File: src/rtl/lsu_dbus_master_pkg.sv
// Shared encodings and store-steering helpers for the load/store bus master.
package lsu_pkg;

    localparam logic [1:0] SZ_BYTE = 2'b00;
    localparam logic [1:0] SZ_HALF = 2'b01;
    localparam logic [1:0] SZ_WORD = 2'b10;

    typedef enum logic [1:0] {
        ST_IDLE = 2'b00,
        ST_BUSY = 2'b01,
        ST_RESP = 2'b10
    } lsu_state_e;

    localparam int LSU_TIMEOUT_DEFAULT = 255;

    // Size 2'b11 falls into the word case on purpose.
    function automatic logic [3:0] lsu_wmask(input logic [1:0] size, input logic [1:0] a);
        case (size)
            SZ_BYTE: lsu_wmask = 4'b0001 << a;
            SZ_HALF: lsu_wmask = a[1] ? 4'b1100 : 4'b0011;
            default: lsu_wmask = 4'b1111;
        endcase
    endfunction

    function automatic logic [31:0] lsu_wdata(input logic [1:0] size, input logic [31:0] d);
        case (size)
            SZ_BYTE: lsu_wdata = {4{d[7:0]}};
            SZ_HALF: lsu_wdata = {2{d[15:0]}};
            default: lsu_wdata = d;
        endcase
    endfunction

endpackage

File: src/rtl/lsu_dbus_master_if.sv
// Word-addressed data bus with a valid/ack handshake.
interface lsu_dbus_master_if #(
    parameter int ADDR_W = 32
);
    logic              dbus_req_out;
    logic              dbus_wr_out;
    logic [ADDR_W-1:0] dbus_addr_out;
    logic [31:0]       dbus_wdata_out;
    logic [3:0]        dbus_wmask_out;
    logic              dbus_ack_in;
    logic              dbus_err_in;
    logic [31:0]       dbus_rdata_in;

    modport master (
        output dbus_req_out, dbus_wr_out, dbus_addr_out, dbus_wdata_out, dbus_wmask_out,
        input  dbus_ack_in, dbus_err_in, dbus_rdata_in
    );

    modport slave (
        input  dbus_req_out, dbus_wr_out, dbus_addr_out, dbus_wdata_out, dbus_wmask_out,
        output dbus_ack_in, dbus_err_in, dbus_rdata_in
    );
endinterface

File: src/rtl/lsu_dbus_master_load_aligner.sv
// Picks the addressed byte/half lane out of a bus word and extends it to 32 bits.
module lsu_load_aligner
    import lsu_pkg::*;
(
    input  logic [31:0] i_rdata,
    input  logic [1:0]  i_addr_lo,
    input  logic [1:0]  i_size,
    input  logic        i_unsigned,
    output logic [31:0] o_data
);

    logic [7:0]  w_byte;
    logic [15:0] w_half;

    always_comb begin
        case (i_addr_lo)
            2'd0:    w_byte = i_rdata[7:0];
            2'd1:    w_byte = i_rdata[15:8];
            2'd2:    w_byte = i_rdata[23:16];
            default: w_byte = i_rdata[31:24];
        endcase
        w_half = i_addr_lo[1] ? i_rdata[31:16] : i_rdata[15:0];

        case (i_size)
            SZ_BYTE: o_data = {{24{~i_unsigned & w_byte[7]}}, w_byte};
            SZ_HALF: o_data = {{16{~i_unsigned & w_half[15]}}, w_half};
            default: o_data = i_rdata;
        endcase
    end

endmodule

File: src/rtl/lsu_dbus_master.sv
// Load/store unit: one outstanding bus access at a time, stalling the core while busy.
module lsu_dbus_master
    import lsu_pkg::*;
#(
    parameter int TIMEOUT_CYCLES = LSU_TIMEOUT_DEFAULT,
    parameter int ADDR_W         = 32
) (
    input  logic              clk_in,
    input  logic              rst_in,
    input  logic              load_req_in,
    input  logic              store_req_in,
    input  logic [ADDR_W-1:0] addr_in,
    input  logic [31:0]       store_data_in,
    input  logic [1:0]        size_in,
    input  logic              unsigned_in,
    output logic              stall_out,
    output logic [31:0]       load_data_out,
    output logic              load_valid_out,
    output logic              store_done_out,
    output logic              access_fault_out,
    lsu_dbus_master_if.master dbus
);

    localparam int CNT_W = (TIMEOUT_CYCLES > 1) ? $clog2(TIMEOUT_CYCLES) : 1;
    localparam logic [CNT_W-1:0] CNT_MAX = CNT_W'(TIMEOUT_CYCLES - 1);

    lsu_state_e        r_state, w_next;
    logic              w_capture, w_done, w_timeout;
    logic [CNT_W-1:0]  r_cnt;
    logic              r_is_store, r_unsigned, r_fault;
    logic [1:0]        r_size;
    logic [ADDR_W-1:0] r_addr;
    logic [31:0]       r_wdata, r_rdata, w_aligned;
    logic [3:0]        r_wmask;

    always_ff @(posedge clk_in or posedge rst_in) begin
        if (rst_in) r_state <= ST_IDLE;
        else        r_state <= w_next;
    end

    // Ack wins over a timeout landing in the same cycle.
    always_comb begin
        w_next    = r_state;
        w_capture = 1'b0;
        w_done    = 1'b0;
        w_timeout = 1'b0;
        case (r_state)
            ST_IDLE: begin
                if (store_req_in || load_req_in) begin
                    w_next    = ST_BUSY;
                    w_capture = 1'b1;
                end
            end
            ST_BUSY: begin
                if (dbus.dbus_ack_in) begin
                    w_next = ST_RESP;
                    w_done = 1'b1;
                end else if (r_cnt == CNT_MAX) begin
                    w_next    = ST_RESP;
                    w_timeout = 1'b1;
                end
            end
            ST_RESP: w_next = ST_IDLE;
            default: w_next = ST_IDLE;
        endcase
    end

    always_ff @(posedge clk_in or posedge rst_in) begin
        if (rst_in) begin
            r_is_store <= 1'b0;
            r_unsigned <= 1'b0;
            r_size     <= 2'b00;
            r_addr     <= '0;
            r_wdata    <= '0;
            r_wmask    <= '0;
            r_rdata    <= '0;
            r_fault    <= 1'b0;
            r_cnt      <= '0;
        end else begin
            if (w_capture) begin
                // Store has priority when both requests arrive together.
                r_is_store <= store_req_in;
                r_unsigned <= unsigned_in;
                r_size     <= size_in;
                r_addr     <= addr_in;
                r_wdata    <= lsu_wdata(size_in, store_data_in);
                r_wmask    <= store_req_in ? lsu_wmask(size_in, addr_in[1:0]) : 4'b0000;
            end
            if (w_done) begin
                r_rdata <= dbus.dbus_rdata_in;
                r_fault <= dbus.dbus_err_in;
            end else if (w_timeout) begin
                r_fault <= 1'b1;
            end
            if (r_state == ST_BUSY && !w_done && !w_timeout) r_cnt <= r_cnt + 1'b1;
            else                                             r_cnt <= '0;
        end
    end

    lsu_load_aligner u_align (
        .i_rdata    (r_rdata),
        .i_addr_lo  (r_addr[1:0]),
        .i_size     (r_size),
        .i_unsigned (r_unsigned),
        .o_data     (w_aligned)
    );

    // Request is decoded straight from state so reset drops it without waiting for a clock.
    assign dbus.dbus_req_out   = (r_state == ST_BUSY);
    assign dbus.dbus_wr_out    = r_is_store;
    assign dbus.dbus_addr_out  = {r_addr[ADDR_W-1:2], 2'b00};
    assign dbus.dbus_wdata_out = r_wdata;
    assign dbus.dbus_wmask_out = r_wmask;

    assign stall_out        = ((r_state == ST_IDLE) && (load_req_in || store_req_in)) ||
                              (r_state == ST_BUSY);
    assign load_valid_out   = (r_state == ST_RESP) && !r_is_store && !r_fault;
    assign store_done_out   = (r_state == ST_RESP) &&  r_is_store && !r_fault;
    assign access_fault_out = (r_state == ST_RESP) &&  r_fault;
    assign load_data_out    = r_fault ? 32'h0 : w_aligned;

endmodule

File: src/flat_wrapper.sv
// flat-port wrapper written by rule: the top's interface ports become plain ports
module lsu_dbus_master_flat import lsu_pkg::*;
#(
    parameter int TIMEOUT_CYCLES = LSU_TIMEOUT_DEFAULT,
    parameter int ADDR_W         = 32
)
  (clk_in, rst_in, load_req_in, store_req_in, addr_in, store_data_in, size_in, unsigned_in, stall_out, load_data_out, load_valid_out, store_done_out, access_fault_out, dbus_dbus_req_out, dbus_dbus_wr_out, dbus_dbus_addr_out, dbus_dbus_wdata_out, dbus_dbus_wmask_out, dbus_dbus_ack_in, dbus_dbus_err_in, dbus_dbus_rdata_in);
  lsu_dbus_master_if #(.ADDR_W(ADDR_W)) dbus_i ();
  input  logic clk_in;
  input  logic rst_in;
  input  logic load_req_in;
  input  logic store_req_in;
  input  logic [ADDR_W-1:0] addr_in;
  input  logic [31:0] store_data_in;
  input  logic [1:0] size_in;
  input  logic unsigned_in;
  output logic stall_out;
  output logic [31:0] load_data_out;
  output logic load_valid_out;
  output logic store_done_out;
  output logic access_fault_out;
  output wire logic [$bits(dbus_i.dbus_req_out)-1:0] dbus_dbus_req_out;
  output wire logic [$bits(dbus_i.dbus_wr_out)-1:0] dbus_dbus_wr_out;
  output wire logic [$bits(dbus_i.dbus_addr_out)-1:0] dbus_dbus_addr_out;
  output wire logic [$bits(dbus_i.dbus_wdata_out)-1:0] dbus_dbus_wdata_out;
  output wire logic [$bits(dbus_i.dbus_wmask_out)-1:0] dbus_dbus_wmask_out;
  input wire logic [$bits(dbus_i.dbus_ack_in)-1:0] dbus_dbus_ack_in;
  input wire logic [$bits(dbus_i.dbus_err_in)-1:0] dbus_dbus_err_in;
  input wire logic [$bits(dbus_i.dbus_rdata_in)-1:0] dbus_dbus_rdata_in;
  assign dbus_dbus_req_out = dbus_i.dbus_req_out;
  assign dbus_dbus_wr_out = dbus_i.dbus_wr_out;
  assign dbus_dbus_addr_out = dbus_i.dbus_addr_out;
  assign dbus_dbus_wdata_out = dbus_i.dbus_wdata_out;
  assign dbus_dbus_wmask_out = dbus_i.dbus_wmask_out;
  assign dbus_i.dbus_ack_in = dbus_dbus_ack_in;
  assign dbus_i.dbus_err_in = dbus_dbus_err_in;
  assign dbus_i.dbus_rdata_in = dbus_dbus_rdata_in;
  lsu_dbus_master #(.TIMEOUT_CYCLES(TIMEOUT_CYCLES), .ADDR_W(ADDR_W)) u_core (.clk_in(clk_in), .rst_in(rst_in), .load_req_in(load_req_in), .store_req_in(store_req_in), .addr_in(addr_in), .store_data_in(store_data_in), .size_in(size_in), .unsigned_in(unsigned_in), .stall_out(stall_out), .load_data_out(load_data_out), .load_valid_out(load_valid_out), .store_done_out(store_done_out), .access_fault_out(access_fault_out), .dbus(dbus_i));
endmodule
File: config.mk
export PLATFORM = sky130hd
export DESIGN_NAME = lsu_dbus_master_flat
export DESIGN_NICKNAME = d
export VERILOG_FILES = /design/src/rtl/lsu_dbus_master_pkg.sv /design/src/rtl/lsu_dbus_master_if.sv /design/src/rtl/lsu_dbus_master_load_aligner.sv /design/src/rtl/lsu_dbus_master.sv /design/src/flat_wrapper.sv
export SDC_FILE = /design/constraint.sdc
export NUM_CORES = 1
export LEC_CHECK = 0
export BUFFER_PORTS_ARGS = -buffer_cell sky130_fd_sc_hd__buf_2
export CORE_UTILIZATION = 45
export DETAILED_ROUTE_END_ITERATION = 10
export GPL_ROUTABILITY_DRIVEN = 0
export PLACE_DENSITY = 0.76
export SLEW_MARGIN = 40
export SYNTH_ARGS = -nofsm -noshare
export SYNTH_HDL_FRONTEND = slang
export SYNTH_SLANG_ARGS = --single-unit
File: constraint.sdc
create_clock -name clk_in -period 3.2 [get_ports clk_in]
set_input_delay 0.16 -clock clk_in [delete_from_list [all_inputs] [get_ports clk_in]]
set_output_delay 0.16 -clock clk_in [all_outputs]
set_load 0.01 [all_outputs]
==> Implementation_results.wiki, run 1 <==
{| class="wikitable"
! Metric !! Value
|-
| Post-cts resize count || 0
|-
| Top post-synthesis cells by area || sky130_fd_sc_hd__dfrtp_1 49%, sky130_fd_sc_hd__mux2_2 20%, sky130_fd_sc_hd__mux2_4 5.1%, sky130_fd_sc_hd__buf_4 4.2%, sky130_fd_sc_hd__mux2i_1 2.7%
|-
| GRT Resource Usage Total || 22.7%
|-
| Beginning of the worst register-to-register path || u_core.r_state[1]
|-
| DRT antenna net count || 0
|-
| Sequential element share of the synthesized area || 48.7%
|-
| Result of the run || finished clean
|-
| Post-route core utilization || 63.5%
|-
| Cell Area, Placed || 6840 µm²
|-
| Std cell rows || 41
|-
| Measured slew at the worst slew-check pin || 0.756 ns
|-
| Nets || 822
|-
| Clk_lat worst skew || 0.41 ns
|-
| Cell count after synthesis || 479
|-
| Total Die Area || 13600 µm²
|-
| Root buffer cell || sky130_fd_sc_hd__clkbuf_16
|-
| Number of H-tree levels || 4
|-
| Share of flip-flops with an asynchronous set or reset || 100%
|-
| Peak Freq || 399 MHz
|-
| Via Count || 4663
|-
| Hold buffer count at cts || 61
|-
| Sort of element at the start of the critical path || register
|-
| Vias per std cell || 5.18
|-
| Final total power || 8.31 mW
|-
| Total overflow reported by the global router || 0
|-
| Clk pin slew, worst setup/hold paths || 0.05 ns
|-
| Worst slew slack as a fraction of its limit || 49.4%
|-
| Post-route minimum period || 2.51 ns
|-
| Worst Min Path Start || dbus_dbus_rdata_in[23]
|-
| Final clock period utilization by the worst path || 78.4%
|-
| Starting DRT DRC Count || 307
|-
| CTS sink cnt || 115
|-
| Synth Flop Type || sky130_fd_sc_hd__dfrtp_1
|-
| Ports placed on the boundary || 211
|-
| CTS tree || built
|-
| Class of the tightest hold or removal check || in2reg
|-
| Syn Std Cell Area || 5910 µm²
|-
| Number of diodes added for antenna fixing || 0
|-
| Die Ht || 117 µm
|-
| Total of buffers placed on input and output ports || 208
|-
| HPWL reported at the end of detailed placement || 10300 µm
|-
| Number of optimization iterations in the first detailed-route pass || 4
|-
| Arrival time of the worst setup path || 2.35 ns
|-
| Critical Path Source || u_core.r_addr[1]
|-
| Total power divided by cell area || 1030 nW/µm²
|-
| Final WL || 15300 µm
|-
| Post-CTS Setup Bufs || 0
|-
| Largest area contributor in the synthesized netlist || sky130_fd_sc_hd__dfrtp_1
|-
| Number of enable flip-flop cells after synthesis || 0
|-
| Clock Path Buffers || 2
|-
| Global-route wire length before repair || 23200 µm
|-
| Final design area excluding fillers || 8080 µm²
|-
| Horiz. Die Dim || 117 µm
|-
| Initial antenna violation count || 0
|-
| Wirelength per Cell || 17.0 µm
|-
| Register bit count reported by yosys || 115
|-
| Yosys synthesis warning count || 0
|-
| Critical Path Fanout Max || 12
|-
| Max-slew violation total from the final report || 0
|-
| Core area || 12700 µm²
|-
| Largest net degree at the start of global routing || 59
|-
| DRC Markers || 0
|-
| Static leakage power || 3.83 nW
|-
| Maxcap violations || 0
|-
| Layout cells sized above 1 || 52.9%
|-
| Layout-stage area growth over the synthesis result || 36.6%
|-
| Via count of the first global-routing pass || 4656
|-
| Final Hold Fails || 0
|-
| Worst EP required || 3.04 ns
|-
| Setup TNS || 0 ns
|-
| Worst setup slack before clock tree synthesis || 0.964 ns
|-
| Mean cell area of the mapped netlist || 12.3 µm²
|-
| Count of unique library cells instantiated by Yosys || 51
|-
| Number of setup violations in the final report || 0
|-
| RSZ-0062 raised after global routing || false
|-
| Number of buffers inserted during clock tree synthesis || 17
|-
| FILL cells || 1010
|-
| Worst Setup End Kind || output port
|-
| Setup clock skew after layout || 0.00457 ns
|-
| Crit path setup slack, layout || 0.691 ns
|-
| Post-synth top area share || 48.7%
|-
| IR Drop Worst-Case VDD || 0.568 mV
|-
| Crit path kind || reg2out
|-
| Initial cell density of the core || 46.5%
|}
-- flip-flops by register name, indices dropped and copies added, names as in the netlist, 2 cells and up --
name	flops
u_core.dbus.dbus_wmask_out	4
u_core.r_addr	32
u_core.r_state	2
u_core.r_size	2
u_core.r_rdata	32
u_core.r_cnt	8
u_core.dbus.dbus_wdata_out	32
-- stage by stage --
stage | std cells | hold WS [ns]
after floorplan | 480 | 0.283
after global placement | 806 | 0.229
after detailed placement | 806 | 0.239
after CTS | 899 | 0.00265
after global routing | 900 | 0.00651
final | 900 | 0.0194
-- final cells by class --
type,count,area [µm²],area share [%]
multi-input cells,291,2590,32.1
repair buffers,275,1720,21.4
clock inverters,10,130,1.61
well taps,172,215,2.67
clock buffers,22,474,5.87
inverters,15,60.1,0.744
flip-flops and latches,115,2880,35.7
-- routing by layer --
metal  vias to the layer above  part of all wire (%)  global-route usage [%]
li1                       2142                     -                       -
met1                      2266                    41                    26.4
met2                       233                    49                    38.5
met3                        22                   7.9                    8.25
met4                         0                   1.3                    8.02
met5                         -                     0                       0
-- kinds of logic after synthesis --
kind of cell / after synthesis / synth area share, %
buffers and inverters: 74 / 7.68
AND/OR/NAND/NOR: 78 / 6.60
AO/OA/AOI/OAI: 65 / 8.11
flip-flops: 115 / 48.7
XOR/XNOR: 3 / 0.445
multiplexers: 141 / 28.0
adder cells (fa/ha/maj): 2 / 0.423
other: 1 / 0.0634
-- final timing paths --
| kind | end | slack, ns | cells past startpoint |
|---|---|---|---|
| max | load_data_out[12] | 0.69 | 4 |
| min | u_core.r_rdata[23] | 0.02 | 2 |
| max reg2reg | u_core.r_addr[25] | 1.42 | 4 |
| min reg2reg | u_core.dbus.dbus_wmask_out[3] | 0.50 | 1 |
| max in group asynchronous | u_core.r_addr[3] | 1.99 | 4 |
| min in group asynchronous | u_core.r_fault | 0.37 | 3 |
-- critical path: stages, from the launching register on --
cell and delay [ns]:
sky130_fd_sc_hd__dfrtp_1 0.63, sky130_fd_sc_hd__mux2_2 0.46, sky130_fd_sc_hd__a221oi_4 0.48, sky130_fd_sc_hd__a221oi_1 0.17, sky130_fd_sc_hd__buf_2 0.19
-- cells in the mapped netlist (all sizes together) (2+ instances only) --
| cell | instances |
|---|---|
| nor2 | 18 |
| or3 | 2 |
| nor2b | 3 |
| a21oi | 8 |
| buf | 49 |
| a32o | 4 |
| nand2 | 36 |
| a221oi | 9 |
| o21bai | 4 |
| ha | 2 |
| nand4 | 2 |
| mux2 | 124 |
| and3b | 2 |
| inv | 15 |
| mux2i | 17 |
| o21ai | 27 |
| clkbuf | 10 |
| xor2 | 2 |
| a211oi | 7 |
| nand3 | 4 |
| or3b | 2 |
| dfrtp | 115 |
-- cell usage in the layout (no fill, tap or decap), types with 3 or more instances in the layout --
master / netlist / routed
sky130_fd_sc_hd__buf_2: 11 / 208
sky130_fd_sc_hd__dfrtp_1: 115 / 114
sky130_fd_sc_hd__mux2_2: 104 / 104
sky130_fd_sc_hd__dlygate4sd3_1: 0 / 62
sky130_fd_sc_hd__nand2_1: 36 / 36
sky130_fd_sc_hd__o21ai_0: 25 / 25
sky130_fd_sc_hd__mux2_4: 20 / 20
sky130_fd_sc_hd__clkbuf_16: 0 / 17
sky130_fd_sc_hd__mux2i_1: 16 / 16
sky130_fd_sc_hd__inv_1: 15 / 14
sky130_fd_sc_hd__nor2_1: 12 / 12
sky130_fd_sc_hd__a221oi_1: 8 / 8
sky130_fd_sc_hd__a21oi_1: 7 / 7
sky130_fd_sc_hd__a211oi_1: 5 / 5
sky130_fd_sc_hd__nor2_2: 5 / 5
sky130_fd_sc_hd__clkinv_2: 0 / 5
sky130_fd_sc_hd__o21bai_1: 4 / 4
sky130_fd_sc_hd__a32o_1: 4 / 4
sky130_fd_sc_hd__nand3_1: 4 / 4
sky130_fd_sc_hd__clkinvlp_4: 0 / 3
sky130_fd_sc_hd__clkbuf_8: 0 / 3
sky130_fd_sc_hd__bufinv_16: 0 / 3
sky130_fd_sc_hd__buf_4: 33 / 3
-- report_power, final --
part	switching (mW)	internal [mW]	leakage (nW)
clock network	0.628	1.28	0.296
logic	1.78	1.86	2.16
registers	0.600	2.16	1.37
total	3.01	5.30	3.83
(Power assumes the default switching activity.)
==> run 2, diff against run 1 <==
CORE_UTILIZATION = 50   (was 45)
PLACE_DENSITY = 0.8   (was 0.76)
clock period = 2.5 ns   (was 3.2 ns; I/O delays follow)
==> Implementation_results.wiki, run 2 (synthesis gave the netlist of run 1 again) <==
{| class="wikitable"
! Metric !! Value
|-
| Nets || 831 (+1.1%)
|-
| Vias per std cell || 5.35 (+3.2%)
|-
| DRT antenna net count || 0 (unchanged)
|-
| Clk pin slew, worst setup/hold paths || 0.05 ns (about the same)
|-
| CTS sink cnt || 115 (unchanged)
|-
| Setup TNS || 0 ns (unchanged)
|-
| Arrival time of the worst setup path || 2.16 ns (-0.19 ns)
|-
| Total overflow reported by the global router || 0 (unchanged)
|-
| Final Hold Fails || 0 (unchanged)
|-
| Via Count || 4702 (+0.84%)
|-
| Layout cells sized above 1 || 51.8% (-1.1 points)
|-
| IR Drop Worst-Case VDD || 0.786 mV (+38%)
|-
| Number of setup violations in the final report || 0 (unchanged)
|-
| Most common library cell in the layout ignoring fill and taps || sky130_fd_sc_hd__buf_2
|-
| Initial cell density of the core || 51.5% (+5.1 points)
|-
| Class of the tightest hold or removal check || in2reg
|-
| Crit path kind || reg2out
|-
| Commonest non-fill, non-tap cells in the layout || 208 x sky130_fd_sc_hd__buf_2, 114 x sky130_fd_sc_hd__dfrtp_1, 104 x sky130_fd_sc_hd__mux2_2
|-
| Total of buffers placed on input and output ports || 208 (unchanged)
|-
| Clock Path Buffers || 2 (unchanged)
|-
| Result of the run || finished clean
|-
| Setup clock skew after layout || 0.00726 ns (+0.00270 ns)
|-
| Post-CTS Setup Bufs || 0 (unchanged)
|-
| Ports placed on the boundary || 211 (unchanged)
|-
| Number of optimization iterations in the first detailed-route pass || 5 (+1)
|-
| Number of cells on the worst hold path || 2 (unchanged)
|-
| DRC Markers || 0 (unchanged)
|-
| Final total power || 10.4 mW (+25%)
|-
| Number of buffers inserted during clock tree synthesis || 17 (unchanged)
|-
| Reg2Reg Capture Point || u_core.r_addr[24]
|-
| Sort of element at the start of the critical path || register
|-
| Clk_lat worst skew || 0.40 ns (about the same)
|-
| Maxcap violations || 0 (unchanged)
|-
| Critical Path Source || u_core.r_size[0]
|-
| Worst Reg2Reg Path Length in Cells || 4 (unchanged)
|-
| Post-route minimum period || 2.29 ns
|-
| Largest net degree at the start of global routing || 116 (+97%)
|-
| Via count of the first global-routing pass || 4987 (+7.1%)
|-
| Static leakage power || 3.83 nW (+0.19%)
|-
| Number of H-tree levels || 4 (unchanged)
|-
| Measured slew at the worst slew-check pin || 0.771 ns (+0.0153 ns)
|-
| Max-slew violation total from the final report || 0 (unchanged)
|-
| Layout-stage area growth over the synthesis result || 36.2%
|-
| Total Die Area || 12300 µm² (-9.8%)
|-
| Final design area excluding fillers || 8050 µm² (-0.34%)
|-
| Root buffer cell || sky130_fd_sc_hd__clkbuf_16
|-
| RSZ-0062 raised after global routing || false
|-
| Final WL || 15700 µm (+3.0%)
|-
| CTS tree || built
|-
| Worst slew slack as a fraction of its limit || 48.4% (-1.0 points)
|-
| Total power divided by cell area || 1290 nW/µm² (+26%)
|-
| Wirelength per Cell || 17.9 µm (+5.4%)
|-
| GRT Resource Usage Total || 27.0% (+4.3 points)
|-
| Final clock period utilization by the worst path || 91.5%
|-
| Die Ht || 111 µm (-5.0%)
|-
| Initial antenna violation count || 1 (+1)
|-
| Number of diodes added for antenna fixing || 0 (unchanged)
|-
| HPWL reported at the end of detailed placement || 9640 µm (-6.4%)
|-
| Cell breakdown of the critical path || nor2_1 > mux2i_4 > o21ai_0 > buf_2
|-
| Slowest cell on crit path || sky130_fd_sc_hd__dfrtp_1
|-
| Core area || 11500 µm² (-9.9%)
|-
| Horiz. Die Dim || 111 µm (-5.0%)
|-
| Global-route wire length before repair || 25600 µm (+11%)
|-
| Peak Freq || 437 MHz
|-
| Starting DRT DRC Count || 326 (+6.2%)
|-
| Worst EP required || 2.38 ns (-0.66 ns)
|-
| Std cell rows || 39 (-4.9%)
|-
| Destination of the critical timing path || load_data_out[21]
|-
| Beginning of the worst register-to-register path || u_core.r_state[1]
|-
| Slack of the worst reg-to-reg path || 0.73 ns (-0.69 ns)
|-
| Max incr delay on CP || 0.56 ns (-0.07 ns)
|-
| Worst Setup End Kind || output port
|-
| Cell Area, Placed || 6820 µm² (-0.31%)
|-
| Critical Path Fanout Max || 16 (+4)
|}
-- run 2: worst min path at each step --
stage | start | to | slack, ns
final | store_data_in[7] | u_core.dbus.dbus_wdata_out[7] | 0.01
after floorplan | dbus_dbus_ack_in | u_core.r_state[1] | 0.25
after global routing | addr_in[0] | u_core.r_addr[0] | 0.01
after global placement | rst_in | u_core.dbus.dbus_wr_out | 0.34
after CTS | store_data_in[6] | u_core.dbus.dbus_wdata_out[6] | 0.004
after detailed placement | rst_in | u_core.dbus.dbus_wmask_out[1] | 0.36
-- run 2: per-stage QoR --
step	hold slack [ns]	worst slack [ns]	std cells	util [%]
2_1_floorplan	0.248	0.976	480	-
3_3_place_gp	0.344	0.590	779	59.5
3_5_place_dp	0.358	0.523	779	59.5
4_1_cts	0.00355	0.0789	879	70.1
5_1_grt	0.0103	0.0855	879	70.2
6_report	0.0131	0.212	879	70.2
-- run 2: cell type report --
class / instances / area [µm²]
Tap cell: 143 / 179
Timing Repair Buffer: 284 / 1810
Clock inverter: 6 / 55.1
Fill cell: 786 / 3420
Multi-Input combinational cell: 291 / 2590
Inverter: 15 / 60.1
Sequential cell: 115 / 2880
Clock buffer: 25 / 475
-- run 2: per-layer routing --
layer	wire length (µm)	GRT usage [%]	share of wire [%]
met5	13	0	0.083
met4	526	13.4	3.3
met1	6170	30.9	39
met3	1160	8.04	7.3
met2	7890	45.8	50
-- run 2: repair_timing --
| action | CTS | global route |
|---|---|---|
| setup endpoints to repair | 0 | 4 |
| hold buffers | 69 | 0 |
| endpoints found under the hold margin | 183 | 0 |
| resized for setup | 0 | 1 |
-- run 2: report_power, final --
| part | total [mW] | internal, mW | switching, mW |
|---|---|---|---|
| registers | 3.47 | 2.77 | 0.706 |
| logic | 4.76 | 2.40 | 2.36 |
| clock network | 2.18 | 1.40 | 0.779 |
| total | 10.4 | 6.57 | 3.84 |
-- run 2: critical path: cells and delay by family (launching register included) --
family,cells,cell delay [ns]
and+or+nand+nor,1,0.30
buffers and inverters,1,0.18
muxes,1,0.51
DFF,1,0.56
AOI/OAI and AO/OA,1,0.21
